## src/rtl/vga_axil_regfile.sv

```systemverilog
// vga_axil_regfile: AXI4-Lite register bank for the VGA core.
// Register contents are exposed flat on regs_o for the video datapath.
module vga_axil_regfile #(
  parameter int ADDR_W  = 32,
  parameter int DATA_W  = 32,
  parameter int REG_NUM = 4
) (
  input  logic                      clk,
  input  logic                      arst_n,
  input  logic [ADDR_W-1:0]         awaddr,
  input  logic                      awvalid,
  output logic                      awready,
  input  logic [DATA_W-1:0]         wdata,
  input  logic [DATA_W/8-1:0]       wstrb,
  input  logic                      wvalid,
  output logic                      wready,
  output logic [1:0]                bresp,
  output logic                      bvalid,
  input  logic                      bready,
  input  logic [ADDR_W-1:0]         araddr,
  input  logic                      arvalid,
  output logic                      arready,
  output logic [DATA_W-1:0]         rdata,
  output logic [1:0]                rresp,
  output logic                      rvalid,
  input  logic                      rready,
  output logic [REG_NUM*DATA_W-1:0] regs_o
);

  localparam int IDX_W  = (REG_NUM > 1) ? $clog2(REG_NUM) : 1;
  localparam int STRB_W = DATA_W / 8;
  localparam logic [ADDR_W-1:0] LIMIT = ADDR_W'(REG_NUM * 4);
  localparam logic [1:0] OKAY   = 2'b00;
  localparam logic [1:0] SLVERR = 2'b10;

  logic                alive_q;
  logic                aw_held_q, aw_held_d;
  logic [ADDR_W-1:0]   aw_addr_q, aw_addr_d;
  logic                w_held_q, w_held_d;
  logic [DATA_W-1:0]   w_data_q, w_data_d;
  logic [STRB_W-1:0]   w_strb_q, w_strb_d;
  logic                bvalid_q, bvalid_d;
  logic [1:0]          bresp_q, bresp_d;
  logic                rvalid_q, rvalid_d;
  logic [1:0]          rresp_q, rresp_d;
  logic [DATA_W-1:0]   rdata_q, rdata_d;
  logic [DATA_W-1:0]   regs_q [REG_NUM];
  logic [DATA_W-1:0]   regs_d [REG_NUM];

  logic aw_hs, w_hs, ar_hs, b_hs, r_hs, commit;
  logic wr_ok, rd_ok;
  logic [IDX_W-1:0] wr_idx, rd_idx;

  function automatic logic dec_ok(input logic [ADDR_W-1:0] a);
    return (a[1:0] == 2'b00) && (a < LIMIT);
  endfunction

  function automatic logic [IDX_W-1:0] dec_idx(input logic [ADDR_W-1:0] a);
    return a[2 +: IDX_W];
  endfunction

  // Readies come only from flops, so no valid->ready path exists.
  assign awready = alive_q & ~aw_held_q & ~bvalid_q;
  assign wready  = alive_q & ~w_held_q & ~bvalid_q;
  assign arready = alive_q & ~rvalid_q;

  assign aw_hs  = awvalid & awready;
  assign w_hs   = wvalid & wready;
  assign ar_hs  = arvalid & arready;
  assign b_hs   = bvalid_q & bready;
  assign r_hs   = rvalid_q & rready;
  assign commit = aw_held_q & w_held_q;

  assign wr_ok  = dec_ok(aw_addr_q);
  assign wr_idx = dec_idx(aw_addr_q);
  assign rd_ok  = dec_ok(araddr);
  assign rd_idx = dec_idx(araddr);

  always_comb begin
    aw_held_d = aw_held_q;
    aw_addr_d = aw_addr_q;
    w_held_d  = w_held_q;
    w_data_d  = w_data_q;
    w_strb_d  = w_strb_q;
    bvalid_d  = bvalid_q;
    bresp_d   = bresp_q;
    regs_d    = regs_q;
    if (commit) begin
      aw_held_d = 1'b0;
      w_held_d  = 1'b0;
      bvalid_d  = 1'b1;
      bresp_d   = wr_ok ? OKAY : SLVERR;
      if (wr_ok) begin
        for (int b = 0; b < STRB_W; b++) begin
          if (w_strb_q[b]) regs_d[wr_idx][8*b +: 8] = w_data_q[8*b +: 8];
        end
      end
    end else if (b_hs) begin
      bvalid_d = 1'b0;
    end
    if (aw_hs) begin
      aw_held_d = 1'b1;
      aw_addr_d = awaddr;
    end
    if (w_hs) begin
      w_held_d = 1'b1;
      w_data_d = wdata;
      w_strb_d = wstrb;
    end
  end

  // Reads sample regs_q, so a same-cycle commit is not yet visible.
  always_comb begin
    rvalid_d = rvalid_q;
    rresp_d  = rresp_q;
    rdata_d  = rdata_q;
    if (ar_hs) begin
      rvalid_d = 1'b1;
      rresp_d  = rd_ok ? OKAY : SLVERR;
      rdata_d  = rd_ok ? regs_q[rd_idx] : '0;
    end else if (r_hs) begin
      rvalid_d = 1'b0;
    end
  end

  always_ff @(posedge clk or negedge arst_n) begin
    if (!arst_n) begin
      alive_q   <= 1'b0;
      aw_held_q <= 1'b0;
      aw_addr_q <= '0;
      w_held_q  <= 1'b0;
      w_data_q  <= '0;
      w_strb_q  <= '0;
      bvalid_q  <= 1'b0;
      bresp_q   <= OKAY;
      rvalid_q  <= 1'b0;
      rresp_q   <= OKAY;
      rdata_q   <= '0;
      for (int i = 0; i < REG_NUM; i++) regs_q[i] <= '0;
    end else begin
      alive_q   <= 1'b1;
      aw_held_q <= aw_held_d;
      aw_addr_q <= aw_addr_d;
      w_held_q  <= w_held_d;
      w_data_q  <= w_data_d;
      w_strb_q  <= w_strb_d;
      bvalid_q  <= bvalid_d;
      bresp_q   <= bresp_d;
      rvalid_q  <= rvalid_d;
      rresp_q   <= rresp_d;
      rdata_q   <= rdata_d;
      for (int i = 0; i < REG_NUM; i++) regs_q[i] <= regs_d[i];
    end
  end

  assign bvalid = bvalid_q;
  assign bresp  = bresp_q;
  assign rvalid = rvalid_q;
  assign rresp  = rresp_q;
  assign rdata  = rdata_q;

  for (genvar g = 0; g < REG_NUM; g++) begin : g_out
    assign regs_o[g*DATA_W +: DATA_W] = regs_q[g];
  end

endmodule

```

## config.mk

```make
export PLATFORM = sky130hd
export DESIGN_NAME = vga_axil_regfile
export DESIGN_NICKNAME = d
export VERILOG_FILES = /design/src/rtl/vga_axil_regfile.sv
export SDC_FILE = /design/constraint.sdc
export NUM_CORES = 1
export LEC_CHECK = 0
export CORE_ASPECT_RATIO = 0.5
export CORE_MARGIN = 10
export CORE_UTILIZATION = 50
export CTS_CLUSTER_DIAMETER = 50
export CTS_CLUSTER_SIZE = 16
export DETAILED_ROUTE_END_ITERATION = 6
export HOLD_SLACK_MARGIN = 0.06
export PLACE_DENSITY = 0.85
export SLEW_MARGIN = 20
export SYNTH_ARGS = -nofsm -noshare
export SYNTH_HDL_FRONTEND = slang
export SYNTH_SLANG_ARGS = --single-unit
export TNS_END_PERCENT = 100
```

## constraint.sdc

```tcl
create_clock -name clk -period 6.3 [get_ports clk]
set_input_delay 0.63 -clock clk [delete_from_list [all_inputs] [get_ports clk]]
set_output_delay 0.63 -clock clk [all_outputs]
set_load 0.05 [all_outputs]
```

==> results of run 1 <==
flip-flops by register name, indices dropped and copies added (netlist names):
signal and count:
alive_q 1, aw_addr_q 32, aw_held_q 1, bresp 1, bvalid 1, rdata 32, regs_o 128, rresp 1
rvalid 1, w_data_q 32, w_held_q 1, w_strb_q 4
where the power goes:
| part | internal [mW] | switching, mW |
|---|---|---|
| clock network | 0.578 | 0.499 |
| logic | 0.313 | 0.291 |
| registers | 1.74 | 0.205 |
| total | 2.63 | 0.995 |
metrics by stage:
step	setup WS [ps]	total power, mW	utilization	hold slack, ps	cell area [um2]
2_1_floorplan	3450	2.33	-	334	9910
3_3_place_gp	3160	2.54	0.664	462	12900
3_5_place_dp	3000	2.58	0.664	470	12900
4_1_cts	2950	3.66	0.690	192	13400
5_1_grt	2780	3.80	0.690	212	13400
6_report	3010	3.63	0.690	176	13400
critical path: stages (launching register included):
cell and delay [ps]:
sky130_fd_sc_hd__dfrtp_1 380, sky130_fd_sc_hd__nor4_1 370, sky130_fd_sc_hd__nand4_2 830, sky130_fd_sc_hd__nor4_2 1160, sky130_fd_sc_hd__mux2_2 420
per-layer routing:
layer  wire length, um  vias to the layer above  GRT usage
li1                  -                     2887          -
met1             11000                     3444      0.248
met2             14900                      131      0.386
met3              1070                       39     0.0283
met4               634                        0     0.0531
met5                 0                        -          0
kinds of logic after synthesis:
logic type             after synthesis  share of synthesized area
DFF                                235                      0.594
muxes                              228                      0.296
and+or+nand+nor                     83                     0.0623
buffers and inverters               67                     0.0277
AOI/OAI and AO/OA                   38                     0.0201
other                                2                   0.000758
placed cells by master (no fill, tap or decap), drive strengths merged:
cell	n
clkdlybuf4s50	270
dfrtp	235
mux2	196
inv	41
nand2	35
o21ai	33
mux4	32
nor4	30
clkbuf	20
buf	11
nor2	5
nand4	4
nand2b	3
conb	3
a21o	2
and2	2
nor2b	1
or3	1
and4bb	1
or2	1
a21boi	1
o22ai	1
a21oi	1
bufinv	1
final cells by class:
class                           instances  area, um2
Multi-Input combinational cell        352       3770
Fill cell                            1355       6030
Tap cell                              266        333
Clock inverter                          1       30.0
Timing Repair Buffer                  281       2790
Inverter                               41        154
Clock buffer                           20        479
Sequential cell                       235       5880
worst paths after layout:
path / startpoint / to / slack [ps] / cells after the start
max: aw_addr_q[9]$_DFFE_PN0P_ / regs_o[86]$_DFFE_PN0P_ / 3010 / 4
min: arst_n / aw_addr_q[24]$_DFFE_PN0P_ / 180 / 1
max reg2reg: aw_addr_q[9]$_DFFE_PN0P_ / regs_o[86]$_DFFE_PN0P_ / 3010 / 4
min reg2reg: rdata[7]$_DFFE_PN0P_ / rdata[7]$_DFFE_PN0P_ / 480 / 2
max in group asynchronous: arst_n / w_data_q[28]$_DFFE_PN0P_ / 4720 / 2
min in group clk: rdata[7]$_DFFE_PN0P_ / rdata[7]$_DFFE_PN0P_ / 480 / 2
==> results summary, run 1 <==
The run finished with clean final reports. Clock tree synthesis inserted a total of 18 buffers. The gate count of the mapped netlist came out at around 650. The clock tree skew after final layout is between 10 and 15 ps. The boundary pin count came out at between 200 and 300.

The worst-margin pin slew came out at around 1100 ps. Counting every sink on the clock net gives between 200 and 250. The endpoint required time on the critical path came out at roughly 6700 ps. The worst hold-check path type is primary input to async pin.

The number of global-route vias before repair came to ~7200. For this run, the register share of the synthesized area comes to 0.594. The worst setup path is launched from a register. The total wire length is around 28000 um. The clock latency of the later-clocked register in the worst-skew pair is ~480 ps.

The count of yosys warnings during synthesis came out at 0. Setup repair after global routing left no endpoint under its margin. The final weighted congestion in routability-driven placement came out at about 0.8. In this run the horizontal extent of the chip is 219 um.

The number of buffers inserted by port buffering is between 200 and 300. The maximum fanout encountered on the critical timing path came out at 17. Of all flip-flops after synthesis, the portion carrying an async set or reset was 1.00.

The worst slew slack as a fraction of its limit came out at 0.286. The number of antenna diodes in the final layout is 0. The flip-flop and latch count after synthesis is between 200 and 250.

The pin count of the biggest net entering global routing is 96. The hold buffer count at CTS is 0. The average wire length per cell after detail routing is approximately 23 um. The placement row count came out at 36. The placed cell count is roughly 1200. The height of the chip is 120 um.

The clock slew at the register clock pins of the worst setup and hold paths came out at around 70 ps. The hold violation total from the final report came to 0. Yosys mapped a number of flops with a built-in enable equal to 0. The total congestion overflow is 0.

Relative to the synthesized area, the layout overhead comes to 35.6%. The total negative setup slack came out at 0 ps. The initial antenna violation count is 0. The cell taking the most area after synthesis is sky130_fd_sc_hd__dfrtp_1. The portion of synthesized cell area occupied by the leading cell type came out at 0.594. The detailed-route via count is approximately 6500.

The number of library cell types mapped by synthesis is 27. The detailed-router iteration count before antenna repair came out at 4. The count of max-cap constraint violations came out at 0. The worst endpoint data arrival time came out at about 3700 ps. For this block, the initial DRC count from the detailed router was approximately 310. In the final design database the tool counted around 1000 nets. TritonCTS built the clock tree.

The die covers 26200 um2. The final cycle utilization of the critical path is 0.523. The count of nets left with antenna violations once routing finished came out at 0. The detailed-placement wirelength estimate is a little under 20000 um. The post-layout instance count excluding filler cells is approximately 1200. Among all flip-flop cells after synthesis, the most frequent one is sky130_fd_sc_hd__dfrtp_1. The tree is rooted in a sky130_fd_sc_hd__clkbuf_16. The most common cell in the netlist is sky130_fd_sc_hd__dfrtp_1. Dividing the detail-routed via count by the number of cells gives between 5 and 6. The maximum count of clock buffers along a single path came out at 3. The top achievable clock speed came out at approximately 300 MHz. The leakage power figure came out at 5.82 nW. The total count of max-transition violations in the final report was 0.

In this run the power density over the cells is around 270 nW/um2. The worst setup path is of the register to register kind. The core footprint is between 15000 and 20000 um2. The final period demand of the worst path is ~3300 ps. The initial core utilization came out at 0.509.

The peak ir drop on the vdd network is approximately 0.17 mV. The count of H-tree levels built during CTS came out at 1. The global-route usage over all layers came out at 0.207. The fraction of layout instances using a drive strength above 1 came out at 0.302.

Sorting the synthesized cells by how often they occur yields sky130_fd_sc_hd__dfrtp_1 (235), sky130_fd_sc_hd__mux2_2 (196), sky130_fd_sc_hd__inv_1 (41). Setup violations remaining at the end of the flow were counted as 0. The synthesized netlist occupies a cell area of around 10000 um2. The count of unresolved DRC violations after routing is 0. The mean post-synth cell area came out at 15.2 um2. The wire length of the first global-routing pass is 42800 um. The number of cells upsized or downsized after cts is 0.

STA classifies the critical path endpoint as a register. Once the clock tree was built, the setup fixing pass inserted 0 buffers. By area the synthesized netlist is led by sky130_fd_sc_hd__dfrtp_1 (59%), sky130_fd_sc_hd__mux2_2 (22%), sky130_fd_sc_hd__mux4_2 (7.3%).
Power figures use the tool's default switching activity.
==> run 2: changes to the inputs <==
Settings changed: CORE_UTILIZATION 50 to 44, PLACE_DENSITY 0.85 to 0.79.
Clock period 6.3 ns to 2.7 ns, I/O delays scaled along.
==> run 2 against run 1 <==
Compared with the run above:
- non-clock buffer count rose by 27
- worst hold slack improved by 150 ps
- flip-flop and latch count did not move
- count of clock-buffer cells in the layout did not move
- core utilization fell by 6.4 points
- design area rose by 2.2%
- power rose by 130%
- sequential share of layout area fell by 0.93 points
- critical path depth fell by 1
==> results summary, run 2 (synthesized netlist as in run 1, its figures left out) <==
The count of buffering cells on the critical path with inverters included was 1 (+1). The number of global-route vias before repair came out at 7301 (+1.8%). The count of H-tree levels built during CTS came out at 1 (unchanged). The height of the chip is 126 um (+5.5%). In the layout the commonest cells are sky130_fd_sc_hd__clkdlybuf4s50_1 (270), sky130_fd_sc_hd__dfrtp_1 (235), sky130_fd_sc_hd__mux2_2 (196), sky130_fd_sc_hd__inv_1 (41), sky130_fd_sc_hd__nand2_1 (35). The number of clock sinks seen by CTS is 235 (unchanged).

The internal cell power was 6.10 mW (+130%). The total count of max-transition violations in the final report came out at 0 (unchanged). The type of origin of the critical path is a register.

The total placed instance area is 13200 um2 (+2.3%). The clock latency of the later-clocked register in the worst-skew pair is 490 ps (about the same). The maximum fanout encountered on the critical timing path came to 3 (-14).

The global-route usage over all layers came out at 0.195 (-0.0120). The total negative setup slack is 0 ps (unchanged). For the finished layout, the period the worst path requires is 2290 ps. The clock slew at the register clock pins of the worst setup and hold paths came out at 70 ps (about the same). The count of routing violations after the opening detailed-route iteration is 331 (+6.4%). The number of cells upsized or downsized after cts came to 0 (unchanged). The most common library cell in the layout ignoring fill and taps is sky130_fd_sc_hd__clkdlybuf4s50_1. CTS placed an instance of sky130_fd_sc_hd__clkbuf_16 at the clock tree root. The detailed-router iteration count before antenna repair is 4 (unchanged).

Along the worst hold path, the cell count comes to 2. Setup repair after global routing left no endpoint under its margin. The run finished with clean final reports. The initial core utilization is 0.452 (-0.0571). The number of clock buffers inserted by TritonCTS is 18 (unchanged).

The worst setup path is captured at an output pin. The critical path in this run is classified as register to output pin. The area growth from synthesis to final layout is 38.5%. The average via count per standard cell is 5.28 (-2.9%). The detailed-route via count came out at 6640 (+2.1%). The count of max-cap constraint violations was 0 (unchanged). The clock share of power came out at 0.290 (-0.007). The final weighted congestion in routability-driven placement came out at 0.812 (+0.33%). The largest individual stage delay along the critical path comes from the cell sky130_fd_sc_hd__clkdlybuf4s50_1. The initial antenna violation count came out at 0 (unchanged). The number of nets at the end of the flow is 1063 (+2.6%). The peak ir drop on the vdd network came out at 0.369 mV (+120%). The sequential fraction of design power came out at 0.536 (about the same). The post-route core utilization came out at 0.626 (-0.0642). The total wire length is 29000 um (+4.7%). The total congestion overflow came out at 0 (unchanged). The core footprint is 21900 um2 (+13%). The worst hold-check path type is primary input to register. The maximum count of clock buffers along a single path is 3 (unchanged). The fraction of layout instances using a drive strength above 1 is 0.323 (+0.0207). The clock tree skew after final layout is 13.5 ps (+1.34 ps).

The top achievable clock speed came out at 437 MHz. The antenna violation net count after detailed routing is 0 (unchanged). The count of unresolved DRC violations after routing came out at 0 (unchanged). The signal on the critical path passes through nand2b_1, nor2_2, clkdlybuf4s50_1. The hold violation total from the final report was 0 (unchanged). The pin count of the biggest net entering global routing is 81 (-16%).

The average wire length per cell after detail routing came out at 23.0 um (-0.48%). The power dissipated by switching net loads is 2.38 mW (+140%). The share of total power consumed by net switching is 0.280 (+0.00618).

The final non-filler cell area is 13700 um2 (+2.2%). Dividing the final minimum period by the clock period gives 0.848. The number of buffers inserted by port buffering was 273 (unchanged). The worst-margin pin slew is 830 ps (-232 ps). The placement row count is 38 (+5.6%). The post-route total power is 8.48 mW (+130%). The power density over the cells came out at 618 nW/um2 (+130%). The cell depth of the worst flop-to-flop path came to 6 (+2). The delay of the slowest cell on the worst path came out at 820 ps (-340 ps). The proportion of power drawn by combinational gates came out at 0.173 (+0.006). The boundary pin count is 276 (unchanged). The leakage power figure is 5.97 nW (+2.5%). TritonCTS built the clock tree. The logic depth of the worst path, buffers included is 3 (-1). The detailed-placement wirelength estimate is 21400 um (+9.3%). The number of setup violations in the final report is 0 (unchanged). The worst endpoint data arrival time is 2020 ps (-1640 ps). The worst slew slack as a fraction of its limit came out at 0.442 (+0.156).

The die outline width is 232 um (+6.0%). The number of flip-flops in the largest register was 128 (unchanged). On the critical path the largest part of the delay comes from buffers and inverters.

The wire length of the first global-routing pass is 44800 um (+4.8%). The endpoint required time on the critical path came out at 2430 ps (-4230 ps). The total die area came out at 29300 um2 (+12%).
-- run 2: power by group through the flow --
stage          clock [mW]  sequential (mW)  combinational, mW
6_report             2.46             4.55               1.47
2_1_floorplan           0             4.47              0.964
5_1_grt              2.65             4.64               1.58
3_5_place_dp            0             4.60               1.48
3_3_place_gp            0             4.56               1.43
4_1_cts              2.51             4.54               1.49
-- run 2: final timing paths --
path | startpoint | to | slack, ps
hold / removal | rready | rvalid$_DFFE_PN0P_ | 330
max in group asynchronous | arst_n | regs_o[63]$_DFFE_PN0P_ | 1520
hold reg to reg | rdata[19]$_DFFE_PN0P_ | rdata[19]$_DFFE_PN0P_ | 490
setup reg to reg | aw_addr_q[9]$_DFFE_PN0P_ | regs_o[114]$_DFFE_PN0P_ | 420
setup / recovery | bvalid$_DFFE_PN0P_ | awready | 410
min in group asynchronous | arst_n | aw_addr_q[18]$_DFFE_PN0P_ | 350
-- run 2: timing repair --
item	CTS	global route
hold buffers	1	0
setup buffers	0	0
endpoints found under the hold margin	76	0
-- run 2: cell type report --
type / count / area, um2
antenna: 1 / 2.50
clock buffer: 20 / 489
clock inverter: 1 / 5.00
fill: 1667 / 8200
inverter: 41 / 154
multi-input combinational: 352 / 3760
sequential: 235 / 5880
tap: 300 / 375
timing repair buffer: 308 / 3060
-- run 2: through the flow --
| step | hold slack (ps) | setup WS (ps) | instances |
|---|---|---|---|
| CTS | 311 | 372 | 1257 |
| detailed placement | 306 | 210 | 1235 |
| global placement | 300 | 222 | 1235 |
| floorplan | -25.6 | 82.3 | 654 |
| global route | 346 | 246 | 1257 |
| finish | 329 | 409 | 1258 |
-- run 2: metal layers --
layer  wire length (um)  vias to the layer above  part of all wire  global-route usage
met5                  0                        -                 0                   0
met4                824                        0             0.028              0.0604
met3                982                       43             0.034              0.0273
met2              15900                      128              0.55               0.359
met1              11300                     3532              0.39               0.232
li1                   -                     2937                 -                   -
